===== src/rtl/sdfilter_ctrl.sv =====
`default_nettype none
// ============================================================================
//  Module      : sdfilter_ctrl
//  Description : Measurement sequencer for one sdfilter coincidence chain.
//                Applies gate0/gaten masks under filter reset, waits for the
//                delay lines to settle, counts pulses on one filter output
//                over a programmable window and offers the count to the
//                readout logic through a valid/ack handshake.
//                Optional gaten sweep (16 steps) when SDFILTER_CTRL_SCAN_EN
//                is defined; the default build performs a single run.
//  Revision    : 1.0 - initial release
// ============================================================================
module sdfilter_ctrl #(
   parameter int FLUSH_CYCLES  = 4,
   parameter int SETTLE_CYCLES = 18,
   parameter int WIN_W         = 24,
   parameter int CNT_W         = 16
) (
   input  logic              clk,
   input  logic              reset,
   input  logic [15:0]       cfg_gate0,
   input  logic [15:0]       cfg_gaten,
   input  logic [WIN_W-1:0]  cfg_window,
   input  logic [3:0]        cfg_chan,
   input  logic              start,
   output logic              busy,
   output logic              flt_reset,
   output logic [15:0]       flt_gate0,
   output logic [15:0]       flt_gaten,
   input  logic [15:0]       flt_out,
   output logic              res_valid,
   output logic [CNT_W-1:0]  res_count,
   output logic              res_ovf,
   output logic [3:0]        res_step,
   input  logic              res_ack
);

   typedef enum logic [2:0] {
      S_IDLE    = 3'd0,
      S_FLUSH   = 3'd1,
      S_SETTLE  = 3'd2,
      S_MEASURE = 3'd3,
      S_DONE    = 3'd4
   } state_t;

   // FLUSH spans FLUSH_CYCLES+1 state cycles: the first one is the cycle in
   // which the freshly registered masks reach the filter, followed by the
   // full flush period with those masks applied.
   localparam logic [WIN_W-1:0] c_FLUSH_LAST  = WIN_W'(FLUSH_CYCLES);
   localparam logic [WIN_W-1:0] c_SETTLE_LAST = WIN_W'(SETTLE_CYCLES - 1);
   localparam logic [WIN_W-1:0] c_WIN_ONE     = WIN_W'(1);
   localparam logic [CNT_W-1:0] c_CNT_ONE     = CNT_W'(1);
   localparam logic [CNT_W-1:0] c_CNT_MAX     = '1;

   state_t            r_state;
   state_t            w_state_nxt;
   logic              w_timer_clr;
   logic              w_last_step;

   logic [WIN_W-1:0]  r_timer;
   logic [WIN_W-1:0]  r_window;
   logic [3:0]        r_chan;
   logic [15:0]       r_gate0;
   logic [15:0]       r_gaten;
   logic [CNT_W-1:0]  r_count;
   logic              r_ovf;
   logic              r_busy;
   logic              r_flt_reset;
   logic              r_res_valid;

`ifdef SDFILTER_CTRL_SCAN_EN
   logic [3:0]        r_step;
   assign w_last_step = (r_step == 4'd15);
   assign res_step    = r_step;
`else
   assign w_last_step = 1'b1;
   assign res_step    = 4'd0;
`endif

   assign busy      = r_busy;
   assign flt_reset = r_flt_reset;
   assign flt_gate0 = r_gate0;
   assign flt_gaten = r_gaten;
   assign res_valid = r_res_valid;
   assign res_count = r_count;
   assign res_ovf   = r_ovf;

   // State register.
   always_ff @(posedge clk) begin
      if (!reset) begin
         r_state <= S_IDLE;
      end else begin
         r_state <= w_state_nxt;
      end
   end

   // Next-state logic; the phase timer is cleared on every phase change.
   always_comb begin
      w_state_nxt = r_state;
      w_timer_clr = 1'b0;
      case (r_state)
         S_IDLE: begin
            if (start) begin
               w_state_nxt = S_FLUSH;
               w_timer_clr = 1'b1;
            end
         end
         S_FLUSH: begin
            if (r_timer == c_FLUSH_LAST) begin
               w_state_nxt = S_SETTLE;
               w_timer_clr = 1'b1;
            end
         end
         S_SETTLE: begin
            if (r_timer == c_SETTLE_LAST) begin
               w_state_nxt = (r_window == '0) ? S_DONE : S_MEASURE;
               w_timer_clr = 1'b1;
            end
         end
         S_MEASURE: begin
            if (r_timer == (r_window - c_WIN_ONE)) begin
               w_state_nxt = S_DONE;
               w_timer_clr = 1'b1;
            end
         end
         S_DONE: begin
            if (res_ack) begin
               w_state_nxt = w_last_step ? S_IDLE : S_FLUSH;
               w_timer_clr = 1'b1;
            end
         end
         default: begin
            w_state_nxt = S_IDLE;
            w_timer_clr = 1'b1;
         end
      endcase
   end

   // Phase timer: runs during FLUSH, SETTLE and MEASURE.
   always_ff @(posedge clk) begin
      if (!reset) begin
         r_timer <= '0;
      end else if (w_timer_clr) begin
         r_timer <= '0;
      end else if (r_state == S_FLUSH || r_state == S_SETTLE || r_state == S_MEASURE) begin
         r_timer <= r_timer + c_WIN_ONE;
      end
   end

   // Status outputs registered from the next state so they align with it.
   always_ff @(posedge clk) begin
      if (!reset) begin
         r_busy      <= 1'b0;
         r_flt_reset <= 1'b1;
         r_res_valid <= 1'b0;
      end else begin
         r_busy      <= (w_state_nxt != S_IDLE);
         r_flt_reset <= !(w_state_nxt == S_SETTLE || w_state_nxt == S_MEASURE);
         r_res_valid <= (w_state_nxt == S_DONE);
      end
   end

   // Shadow configuration, scan stepping and the saturating event counter.
   always_ff @(posedge clk) begin
      if (!reset) begin
         r_window <= '0;
         r_chan   <= 4'd0;
         r_gate0  <= 16'd0;
         r_gaten  <= 16'd0;
         r_count  <= '0;
         r_ovf    <= 1'b0;
`ifdef SDFILTER_CTRL_SCAN_EN
         r_step   <= 4'd0;
`endif
      end else begin
         if (r_state == S_IDLE && start) begin
            r_window <= cfg_window;
            r_chan   <= cfg_chan;
            r_gate0  <= cfg_gate0;
            r_gaten  <= cfg_gaten;
            r_count  <= '0;
            r_ovf    <= 1'b0;
`ifdef SDFILTER_CTRL_SCAN_EN
            r_step   <= 4'd0;
`endif
         end
`ifdef SDFILTER_CTRL_SCAN_EN
         else if (r_state == S_DONE && res_ack && !w_last_step) begin
            // Widen the gaten window by one tap for the next step.
            r_gaten  <= {r_gaten[14:0], 1'b1};
            r_step   <= r_step + 4'd1;
            r_count  <= '0;
            r_ovf    <= 1'b0;
         end
`endif
         else if (r_state == S_MEASURE && flt_out[r_chan]) begin
            if (r_count == c_CNT_MAX) begin
               r_ovf   <= 1'b1;
            end else begin
               r_count <= r_count + c_CNT_ONE;
            end
         end
      end
   end

endmodule
`default_nettype wire

===== config.mk =====
export PLATFORM = sky130hd
export DESIGN_NAME = sdfilter_ctrl
export DESIGN_NICKNAME = d
export VERILOG_FILES = /design/src/rtl/sdfilter_ctrl.sv
export SDC_FILE = /design/constraint.sdc
export NUM_CORES = 1
export LEC_CHECK = 0
export CORE_AREA = 2 2 141 143
export CTS_CLUSTER_SIZE = 12
export DETAILED_ROUTE_END_ITERATION = 10
export DIE_AREA = 0 0 143 145
export GPL_TIMING_DRIVEN = 0
export PLACE_DENSITY = 0.51
export SLEW_MARGIN = 25
export SYNTH_ARGS = -nofsm -noshare
export SYNTH_HDL_FRONTEND = slang
export SYNTH_SLANG_ARGS = --single-unit

===== constraint.sdc =====
create_clock -name clk -period 3.57 [get_ports clk]
set_clock_uncertainty 0.2 [all_clocks]
set_input_delay 0.5355 -clock clk [delete_from_list [all_inputs] [get_ports clk]]
set_output_delay 0.5355 -clock clk [all_outputs]
set_load 0.01 [all_outputs]

==> impl_results.md <==
- Total Wirelength: 15500 um
- Synth area leader: dfxtp_1
- Max-slew violations: 0
- Setup TNS: 0 ns
- R2R depth: 12
- Hold EP: flt_gaten[13]$_SDFFE_PN0P_
- Buf/Inv on CP: 4
- Overall power: 2.77 mW
- Routed vias/inst: 4.61
- Clk slew on worst S/H paths: approximately 0.07 ns
- FILL cells: 1985
- Finished Core Util: approximately 40%
- DIE WIDTH: around 140 um
- Min-delay src: flt_gaten[13]$_SDFFE_PN0P_
- Arr. time, crit path: 3.30 ns
- CTS Buf Count: 9
- Synth-to-Final Area Change: 35.0%
- Reg area: roughly 0.0021 mm^2
- IO Count: 136
- PortBufs: about 130
- Sequential-to-total area share from yosys stat: 38.0%
- Initial core utilization: 29.4%
- RSZ-0062 raised after global routing: no
- Vias: 5141
- Seq cells post-synth: roughly 110
- Area post-placement: 0.00731 mm^2
- Crit end category: flip-flop
- Reg2reg start: r_window[0]$_SDFFE_PN0P_
- Yosys cell types: 59
- Postcts setup bufs: 0
- Max cap viols: 0
- Final Cell Area: 0.00761 mm^2
- HPWL Detailed: 11900 um
- Wire length per cell: 13.9 um
- Row count: 51
- Clk root buf: clkbuf_16
- Core area: 0.0192 mm^2
- Worst-Skew Late Latency: 0.36 ns
- Worst Tran Pin Value: 0.816 ns
- Async SR Flop Fraction: 0%
- First-pass GRT wire length: 25400 um
- Setup Viol. Count Final: 0
- CP Cell Sequence: inv_1, ha_1, or3b_1, buf_2, nor3_4, nand3_1, or3_1, a31oi_1, and4_1, buf_6, buf_8, nor4_1
- Worst EP required: 3.59 ns
- Worst path slowest cell: or3_1
- Delay-heaviest family, CP: simple AND/OR/NAND/NOR gates
- Largest net degree at the start of global routing: 21
- CTS tree: yes
- F_max: 0.305 GHz
- HP Class: reg2reg
- Share of the synthesized area in the top cell type: between 30 and 40%
- Peak VDD IR: 0.327 mV
- Power density over the cells: 364 mW/mm^2
- Antenna diode count: 0
- Top cells by area, synth: dfxtp_1, nand2_1, a21boi_0
- Share of post-route cells with drive strength above 1: 5.30%
- Startpoint types: flip-flop
- Syn avg cell area: 8.08 um^2
- DRT Pass-1 Iters: 5
- Die area: 0.0207 mm^2
- Routability cong.: a little over 0.8
- EDFF count, synth: 0
- Initial antenna violation count: 0
- Hold depth: 2
- Max incr delay on CP: 0.38 ns
- Area of the mapped netlist: 0.00564 mm^2
- Tot GR Track Use: between 10% and 20%
- Worst hold margin: about 0.26 ns
- Lkg Pwr: 2.73 nW
- Final Hold Viols: 0
- Worst Path Max Fanout: 10
- Post-route ant nets: 0
- Final min period: ~3.3 ns
- Ys flop type: dfxtp_1
- Crit share post-route: roughly nine tenths
- H-tree Lvls: 3
- RR Endpoint: r_timer[8]$_SDFFE_PP0P_
- Yosys warnings: 0
- Reg2Reg Setup Slack: 0.29 ns
- Clk buf depth: 2
- Starting DRT DRC Count: between 200 and 300
- Clk sinks: 107
- Die height: 145 um
- Total gr overflow: 0
- Nets: 929
- Mapped Cells: 698
- Worst slew margin: 44.7%
- DRC viols: 0
- Status: finished clean
- Vias in the first global route: 4852
- Area of the multi-input gates: 0.00324 mm^2
- Crit path kind: reg2reg
synth_stat cells (6+ instances only):
cell	n
xnor2_1	30
xor2_1	34
o22ai_1	6
clkbuf_1	38
nand3_1	34
and3_1	13
a21oi_1	7
nor3_1	13
inv_1	15
nor4_1	23
nor4b_1	6
nand2_1	144
o21ai_0	6
nand4_1	11
or4_1	8
a21boi_0	60
nor2_1	58
dfxtp_1	107
registers in the layout, summed over array words and instances (netlist names):
name       cells
flt_gate0     16
r_state        3
busy           1
flt_reset      1
res_ovf        1
r_window      24
res_valid      1
r_chan         4
r_timer       24
res_count     16
flt_gaten     16
cell usage in the layout, fill, tap and decap left out, types with 6 or more instances in the layout:
| master | netlist | final |
|---|---|---|
| nand3_1 | 34 | 34 |
| clkdlybuf4s50_1 | 0 | 131 |
| or4_1 | 8 | 8 |
| a21oi_1 | 7 | 7 |
| nor3_1 | 13 | 13 |
| and3_1 | 13 | 13 |
| clkbuf_16 | 0 | 9 |
| nor4_1 | 23 | 23 |
| xor2_1 | 34 | 34 |
| o21ai_0 | 6 | 6 |
| o22ai_1 | 6 | 6 |
| clkbuf_1 | 38 | 38 |
| xnor2_1 | 30 | 30 |
| nor2_1 | 58 | 58 |
| dfxtp_1 | 107 | 107 |
| nand2_1 | 144 | 144 |
| a21boi_0 | 60 | 60 |
| nand4_1 | 11 | 11 |
| inv_1 | 15 | 15 |
worst min-delay path: cells and delay by family, from the launching register on:
family,cells,cell delay [ns]
DFF,1,0.31
AOI/OAI and AO/OA,1,0.06
and+or+nand+nor,1,0.05
per-layer routing:
layer,vias to the layer above,wire (um),track usage [%]
met5,-,0,0
met4,0,226,4.75
met3,13,692,3.63
met2,79,7020,23.5
met1,2348,7550,20.6
li1,2701,-,-
power by group:
part           switching [mW]  internal [mW]  total [mW]
clock                   0.507          0.495        1.00
sequential             0.0369           1.24        1.27
combinational           0.242          0.250       0.492
how the worst max path moves through the flow:
stage                        startpoint  slack (ns)                       end  cells after the start
6_report       r_window[0]$_SDFFE_PN0P_        0.29   r_timer[8]$_SDFFE_PP0P_                     12
5_1_grt        r_window[0]$_SDFFE_PN0P_        0.01   r_timer[8]$_SDFFE_PP0P_                     12
4_1_cts        r_window[0]$_SDFFE_PN0P_        0.13   r_timer[8]$_SDFFE_PP0P_                     12
3_5_place_dp   r_window[0]$_SDFFE_PN0P_        0.15   r_timer[7]$_SDFFE_PP0P_                     12
3_3_place_gp   r_timer[14]$_SDFFE_PP0P_         0.1  r_timer[10]$_SDFFE_PP0P_                      9
2_1_floorplan  r_window[0]$_SDFFE_PN0P_        0.67   r_timer[7]$_SDFFE_PP0P_                     12
repair_timing:
item                       CTS  global route
resized for setup            0             1
setup endpoints to repair    0            20
hold buffers                 0             0
cells by family (layout without fill, tap and decap cells):
kind of cell / Yosys count / in the layout / synth area share (%)
simple gates: 344 / 344 / 29.6
xor+xnor: 64 / 64 / 9.94
other cells: 1 / 4 / 0.0665
buf+inv: 64 / 212 / 5.17
fa+ha+maj: 5 / 5 / 1.11
mux: 10 / 10 / 2.91
compound gates: 103 / 103 / 13.2
flops: 107 / 107 / 38.0
cell type report:
cell class,instances,area share [%]
plain buffers,49,3.09
clock buffers,9,2.96
clock inverters,7,0.904
inverters,15,0.740
multi-input cells,530,42.5
flip-flops and latches,107,28.1
well taps,265,4.36
repair buffers,132,17.3
through the flow:
step,cells,worst slack [ns]
after floorplan,701,0.668
after global placement,1097,0.0993
after detailed placement,1098,0.152
after CTS,1114,0.127
after global routing,1114,0.0113
final,1114,0.288
(Power assumes the default switching activity.)
